## src/rtl/truth_table_sweeper_pkg.sv

```systemverilog
// Shared encodings and widths for the truth-table sweeper.
// Imported by the top level and the dwell counter.
package truth_table_sweeper_pkg;

  localparam int NUM_VECS = 16;
  localparam int IDX_W    = 4;
  localparam int CNT_W    = 8;

  typedef enum logic [1:0] {
    S_IDLE = 2'd0,
    S_RUN  = 2'd1,
    S_DONE = 2'd2
  } state_t;

endpackage

```

## src/rtl/sweep_dwell_cnt.sv

```systemverilog
// Dwell counter: counts clocks a vector has been held.
// last flags the final clock of the dwell window.
module sweep_dwell_cnt
  import truth_table_sweeper_pkg::*;
#(
  parameter int DWELL = 5
) (
  input  logic clk,
  input  logic rst,
  input  logic clr,
  input  logic en,
  output logic last
);

  logic [CNT_W-1:0] cnt;

  assign last = (cnt == CNT_W'(DWELL - 1));

  // clear has priority so the count restarts per vector
  always_ff @(posedge clk or posedge rst) begin
    if (rst) begin
      cnt <= '0;
    end else if (clr) begin
      cnt <= '0;
    end else if (en) begin
      cnt <= cnt + 1'b1;
    end
  end

endmodule

```

## src/rtl/truth_table_sweeper.sv

```systemverilog
// Sweeps 16 wxyz vectors and captures F1/F2 truth tables.
// Optional checker against EXP_F1/EXP_F2 under SWEEP_CHECK_EN.
module truth_table_sweeper
  import truth_table_sweeper_pkg::*;
#(
  parameter int          DWELL  = 5,
  parameter logic [15:0] EXP_F1 = 16'h0000,
  parameter logic [15:0] EXP_F2 = 16'h0000
) (
  input  logic             clk,
  input  logic             rst,
  input  logic             start,
  input  logic             abort,
  output logic             w,
  output logic             x,
  output logic             y,
  output logic             z,
  input  logic             F1,
  input  logic             F2,
  output logic             busy,
  output logic             done,
  output logic [IDX_W-1:0] vec_idx,
  output logic [15:0]      f1_tab,
  output logic [15:0]      f2_tab
`ifdef SWEEP_CHECK_EN
  ,
  output logic             mismatch,
  output logic [IDX_W-1:0] mis_idx
`endif
);

  localparam logic [IDX_W-1:0] LAST_IDX = IDX_W'(NUM_VECS - 1);

  state_t state, state_nx;
  logic   last;
  logic   go;
  logic   sample;

  assign go     = (state == S_IDLE) && start && !abort;
  assign sample = (state == S_RUN) && !abort && last;

  assign w = vec_idx[3];
  assign x = vec_idx[2];
  assign y = vec_idx[1];
  assign z = vec_idx[0];

  sweep_dwell_cnt #(
    .DWELL (DWELL)
  ) u_cnt (
    .clk  (clk),
    .rst  (rst),
    .clr  ((state != S_RUN) || last),
    .en   (state == S_RUN),
    .last (last)
  );

  // state register
  always_ff @(posedge clk or posedge rst) begin
    if (rst) state <= S_IDLE;
    else     state <= state_nx;
  end

  // next-state logic; abort beats start and sampling
  always_comb begin
    state_nx = state;
    unique case (state)
      S_IDLE: if (go) state_nx = S_RUN;
      S_RUN: begin
        if (abort)
          state_nx = S_IDLE;
        else if (last && vec_idx == LAST_IDX)
          state_nx = S_DONE;
      end
      S_DONE:  state_nx = S_IDLE;
      default: state_nx = S_IDLE;
    endcase
  end

  // index, tables and registered status flags
  always_ff @(posedge clk or posedge rst) begin
    if (rst) begin
      vec_idx <= '0;
      f1_tab  <= '0;
      f2_tab  <= '0;
      busy    <= 1'b0;
      done    <= 1'b0;
    end else begin
      busy <= (state_nx == S_RUN);
      done <= (state == S_RUN) && (state_nx == S_DONE);
      unique case (state)
        S_IDLE: begin
          if (go) begin
            vec_idx <= '0;
            f1_tab  <= '0;
            f2_tab  <= '0;
          end
        end
        S_RUN: begin
          if (abort) begin
            vec_idx <= '0;
          end else if (last) begin
            f1_tab[vec_idx] <= F1;
            f2_tab[vec_idx] <= F2;
            if (vec_idx != LAST_IDX)
              vec_idx <= vec_idx + 1'b1;
          end
        end
        S_DONE:  vec_idx <= '0;
        default: vec_idx <= '0;
      endcase
    end
  end

`ifdef SWEEP_CHECK_EN
  logic miss;

  assign miss = (F1 != EXP_F1[vec_idx]) ||
                (F2 != EXP_F2[vec_idx]);

  // sticky first-miss capture, cleared when a sweep starts
  always_ff @(posedge clk or posedge rst) begin
    if (rst) begin
      mismatch <= 1'b0;
      mis_idx  <= '0;
    end else if (go) begin
      mismatch <= 1'b0;
      mis_idx  <= '0;
    end else if (sample && miss && !mismatch) begin
      mismatch <= 1'b1;
      mis_idx  <= vec_idx;
    end
  end
`endif

endmodule

```

## config.mk

```make
export PLATFORM = sky130hd
export DESIGN_NAME = truth_table_sweeper
export DESIGN_NICKNAME = d
export VERILOG_FILES = /design/src/rtl/truth_table_sweeper_pkg.sv /design/src/rtl/sweep_dwell_cnt.sv /design/src/rtl/truth_table_sweeper.sv
export SDC_FILE = /design/constraint.sdc
export NUM_CORES = 1
export LEC_CHECK = 0
export ABC_AREA = 1
export CORE_ASPECT_RATIO = 2
export CORE_MARGIN = 5
export CORE_UTILIZATION = 47
export CTS_CLUSTER_DIAMETER = 120
export CTS_CLUSTER_SIZE = 16
export DETAILED_ROUTE_END_ITERATION = 12
export GPL_TIMING_DRIVEN = 0
export HOLD_SLACK_MARGIN = 0.08
export PLACE_DENSITY = 0.78
export SYNTH_ARGS = -nofsm -noshare
export SYNTH_HDL_FRONTEND = slang
export SYNTH_SLANG_ARGS = --single-unit
```

## constraint.sdc

```tcl
create_clock -name clk -period 1.5 [get_ports clk]
set_input_delay 0.3 -clock clk [delete_from_list [all_inputs] [get_ports clk]]
set_output_delay 0.3 -clock clk [all_outputs]
set_load 0.01 [all_outputs]
```

Yosys cells after proc, flatten, opt, wreduce, memory -nomap -nowiden
Cells that the tools add are included.
Operators by class
  add/sub/neg operators: 2
  order comparisons: 2
  eq/ne operators: 12
  muxes and demuxes: 22
  reductions and logical operators: 12
Operator list (number)
  $mux 16: 5
  $pmux 16 s2: 2
  $bwmux 16: 2
  $mux 4: 4
  $mux 8: 2
  $add 8x1->8 const B: 1
  $eq 8x3->1 const B: 1
  $pmux 4 s2: 1
  $mux 2: 3
  $ne 2x2->1 const B: 3
  $ne 3x3->1 const B: 2
  $logic_and 1x1->1: 5
  $lt 4x5->1 const B: 1
  $add 4x1->4 const B: 1
  $demux 1 s4: 1
  $eq 2x1->1 const B: 2
  $eq 4x4->1 const B: 1
  $ge 4x1->1 const B: 1
  $ne 4x4->1 const B: 1
  $pmux 2 s2: 1
  $reduce_and 4->1: 1
  $reduce_bool 2->1: 2
  $reduce_and 3->1: 1
  $eq 2x2->1 const B: 1
  other kinds (5): 5
Storage, ports and cells
  bits in registers: 48
  bits of input ports: 6
  logic and storage cells: 57

Longest topological paths before layout
  word-level depth: 8
  depth in mapped cells: 10
  mapped depth without buffers: 9

Hierarchy
From an unflattened synthesis, not the netlist that was laid out.
Second synthesis, totals
  cells, all modules: 341
  area, all modules: 2645.0 um2
By module, submodules not included
  truth_table_sweeper: instances 1, cells an instance 271, area an instance 2133.3 um2
  sweep_dwell_cnt: instances 1, cells an instance 70, area an instance 511.7 um2

Worst setup path after synthesis
Ideal clock, no wire load.
  kind: register to register
  start: reg u_cnt.cnt[0]
  end: reg f1_tab[15]
  library setup time: 117 ps
  data arrival time: 1230 ps
  data required time: 1383 ps
  path slack: 153 ps
  cell stages (with the launch flop): 11
  clock period less this slack: 1347 ps
  cells stage by stage: dfrtp_1 -> inv_1 -> ha_1 -> nand2_1 -> nor2_1 -> nand2_1 -> nand2_2 -> buf_2 -> nand3_1 -> nand2_1 -> nand2_1
Between the ends
  cells in the longest elaborated chain, start to end: 3
RTL lines
  start, declared: line sweep_dwell_cnt.sv:15  | logic [CNT_W-1:0] cnt;
  start signal, assigned: line sweep_dwell_cnt.sv:26  | cnt <= cnt + 1'b1;
  $eq 8x3->1: line sweep_dwell_cnt.sv:17  | assign last = (cnt == CNT_W'(DWELL - 1));
  $ne 2x2->1 (no line)
  $reduce_and 4->1 (no line)
  end signal, assigned: line truth_table_sweeper.sv:83  | f1_tab <= '0;
  end signal, assigned: line truth_table_sweeper.sv:94  | f1_tab <= '0;
  end signal, assigned by index: line truth_table_sweeper.sv:102  | f1_tab[vec_idx] <= F1;
  end, declared: line truth_table_sweeper.sv:23  | output logic [15:0] f1_tab,
No other way between the ends.
A chain may end at the register's enable or synchronous reset.

Worst setup path in the final report
  start: reg u_cnt.cnt[1]
  end: reg f2_tab[12]
Between the ends
  cells in the longest elaborated chain, start to end: 3
RTL lines
  $eq 8x3->1: line sweep_dwell_cnt.sv:17
  $ne 2x2->1 (no line)
  $reduce_and 4->1 (no line)
  end signal, assigned: line truth_table_sweeper.sv:84  | f2_tab <= '0;
  end signal, assigned: line truth_table_sweeper.sv:95  | f2_tab <= '0;
  end signal, assigned by index: line truth_table_sweeper.sv:103  | f2_tab[vec_idx] <= F2;
  end, declared: line truth_table_sweeper.sv:24  | output logic [15:0] f2_tab
No other way between the ends.

==> metrics.md <==
| Metric | Value |
|---|---|
| Gate Count Post-Synth | about 330 |
| Worst slew pin tran | slightly above 400 ps |
| Commonest non-fill, non-tap cell in the layout | nand2_1 |
| Drt drc | 0 |
| Total number of vias | 2484 |
| Final worst slack | -42.5 ps |
| Post-route insts no fill | ~460 |
| Routed wire length | ~6900 µm |
| VDD IR-drop max | around 0.0007 V |
| Die Area | 0.00722 mm² |
| First-pass GRT wire length | ~11000 µm |
| Port buffer count | 47 |
| Clock share of power | between 30% and 40% |
| Rows | 38 |
| Final Power | 2.76 mW |
| Unrepaired setup endpoints after global routing | true |
| Max Fanout on Critical Path | 5 |
| Chip Width | roughly 63 µm |
| Critical path cell sequence | inv_1 > ha_2 > nand2_1 > nor2_1 > nand2_2 > nand2_4 > buf_2 > nand3_1 > nand2_1 > nand2_1 |
| Synth Warn # | 0 |
| Post-DP Area | about 0.0032 mm² |
| Max Freq | between 600 and 700 MHz |
| PwrDens | 816 mW/mm² |
| Nets@finish | between 400 and 500 |
| CTS tree | yes |
| Total clock sinks | 48 |
| Core Util, Final | between 60 and 70% |
| CP delay by family, top | simple AND/OR/NAND/NOR gates |
| Endpoints failing hold | 0 |
| Synth unique cells | 20 |
| Sw frac | between 20 and 30% |
| Setup TNS | -481 ps |
| Yosys reg bits | 48 |
| Worst path bufs/invs | 2 |
| Fin area | between 0.003 and 0.004 mm² |
| Area Growth Syn to Fin | 29.5% |
| Failing checks | setup timing |
| Worst path required time | between 1500 and 2000 ps |
| Layout cell share with drive strength beyond 1 | around 17% |
| Pin count of the biggest net entering global routing | 31 |
| Hold Slack | just under 300 ps |
| MaxCap Viol Count | 0 |
| Avg Inst Size Synth | 7.83 µm² |
| Height of the die | ~120 µm |
| Post-synth design cell area | 0.00261 mm² |
| Multi-input logic area | ~0.0012 mm² |
| Clk root buf | clkbuf_8 |
| # setup viols final | 27 |
| Comb pwr share | approximately 18% |
| Routed Antenna Nets | 0 |
| # diodes | 0 |
| Vias in the first global route | between 2000 and 2500 |
| DRT Pass-1 Iters | 5 |
| Register Area | between 0.001 and 0.0015 mm² |
| Clock Path Buffers | 2 |
| # H-tree levels | 2 |
| Sequential fraction of design power | around half |
| Sequential area share after synthesis | between 40 and 50% |
| Worst slack, placed | -307 ps |
| Critical path capture point type | flip-flop |
| Fin crit period | roughly 1500 ps |
| Min-delay worst type | in -> async |
| Slowest-stage cell, CP | dfrtp_1 |
| Congestion Overflow GR | 0 |
| Worst skew pair latency | 310 ps |
| CP max stage delay | 390 ps |
| Vias/cell | between 5 and 6 |
| Outcome | finished with violations |
| Worst-path clk slew | approximately 90 ps |
| CTS buffer count | 5 |
| Detailed Route Iter0 Violations | roughly 130 |
| Total GRT Usage | 19.4% |
| Sw power | around 0.76 mW |
| HPWL after detailed placement | a little over 5000 µm |
| Routability Congestion | 0.957 |
| Crit path DAT | around 1700 ps |
| Startpoint Class | flip-flop |
| Initial core utilization | approximately 48% |
| Max_slew headroom | approximately 73% |
| Final worst-path cycle share | 103% |
| Initial antenna violation count | 0 |
| IO Pins | between 40 and 50 |
| Fin. max-slew vios | 0 |
| Crit path kind | reg -> reg |
| CORE AREA | around 0.0054 mm² |
| Commonest cells after routing, fill and taps aside | 101 x nand2_1, 45 x dfrtp_1, 40 x dlygate4sd2_1 |
| Placed cells | 441 |
| Nets in the synthesized netlist | approximately 350 |
| Clock Skew | 8.65 ps |
| Most common cell on crit path | nand2_1 |
| Cts hold-fix bufs | 0 |
| # fillers | between 500 and 600 |
| Routed len/inst | between 15 and 20 µm |
| P_int | 2.00 mW |
| Leakage | between 1.5 and 2 nW |
==> cells by family (layout without fill, tap and decap cells) <==
kind of cell	count (synthesis)	count (layout)	share of synthesized area [%]
adders and majority gates	6	6	2.88
xor gates and xnor gates	2	2	0.672
and+or+nand+nor	215	215	37.3
DFF	48	48	46.1
AOI/OAI and AO/OA	17	17	3.26
buffers and inverters	45	109	9.84
==> synthesized netlist by cell type (all sizes together) <==
cell type | count | area (µm²)
nand3 | 29 | 145
nor2 | 40 | 158
nor3 | 2 | 15.0
o21ai | 15 | 75.1
nand2 | 108 | 415
buf | 20 | 163
inv | 25 | 93.8
nand4 | 34 | 213
xor2 | 1 | 8.76
ha | 6 | 75.1
dfrtp | 48 | 1200
xnor2 | 1 | 8.76
a21oi | 2 | 10.0
nor3b | 2 | 25.0
==> area by class of cell <==
type,instances,share of cell area (%)
Multi-Input combinational cell,240,35.8
Sequential cell,48,35.7
Timing Repair Buffer,56,14.9
Buffer,20,5.45
Inverter,25,2.78
Tap cell,60,2.22
Clock buffer,6,2.15
Clock inverter,2,1.04
==> worst paths after layout <==
kind / start / to / slack, ps / cells after the start
setup / recovery: u_cnt.cnt[1] / f2_tab[12] / -40 / 10
hold / removal: rst / f2_tab[3] / 290 / 2
setup reg to reg: u_cnt.cnt[1] / f2_tab[12] / -40 / 10
hold reg to reg: f1_tab[4] / f1_tab[4] / 470 / 2
max in group asynchronous: rst / vec_idx[1] / 690 / 3
min in group clk: f1_tab[4] / f1_tab[4] / 470 / 2
==> power by group through the flow <==
stage               clock network (mW)  registers [mW]  logic, mW
global route                     0.988            1.33      0.540
detailed placement                   0            1.36      0.438
global placement                     0            1.36      0.423
CTS                              0.939            1.33      0.477
floorplan                            0            1.36      0.301
finish                           0.930            1.33      0.499
==> flip-flops by register name, indices dropped and copies added (netlist names) <==
name       count
u_cnt.cnt      8
vec_idx        4
state          2
done           1
busy           1
f1_tab        16
f2_tab        16
==> metal layers <==
metal / track usage [%] / share of wire, % / vias up
met5: 0 / 0 / -
met4: 8.50 / 2.1 / 0
met3: 2.74 / 4.7 / 14
met2: 37.6 / 56 / 82
met1: 20.1 / 37 / 1178
li1: - / - / 1210
==> what timing repair did <==
| item | CTS | global route |
|---|---|---|
| pin swaps | 11 | 2 |
| endpoints found under the setup margin | 81 | 43 |
| buffers inserted | 6 | 0 |
| resized for setup | 56 | 23 |
| gates cloned | 2 | 0 |
No activity file was read; power rests on OpenSTA's default activity.
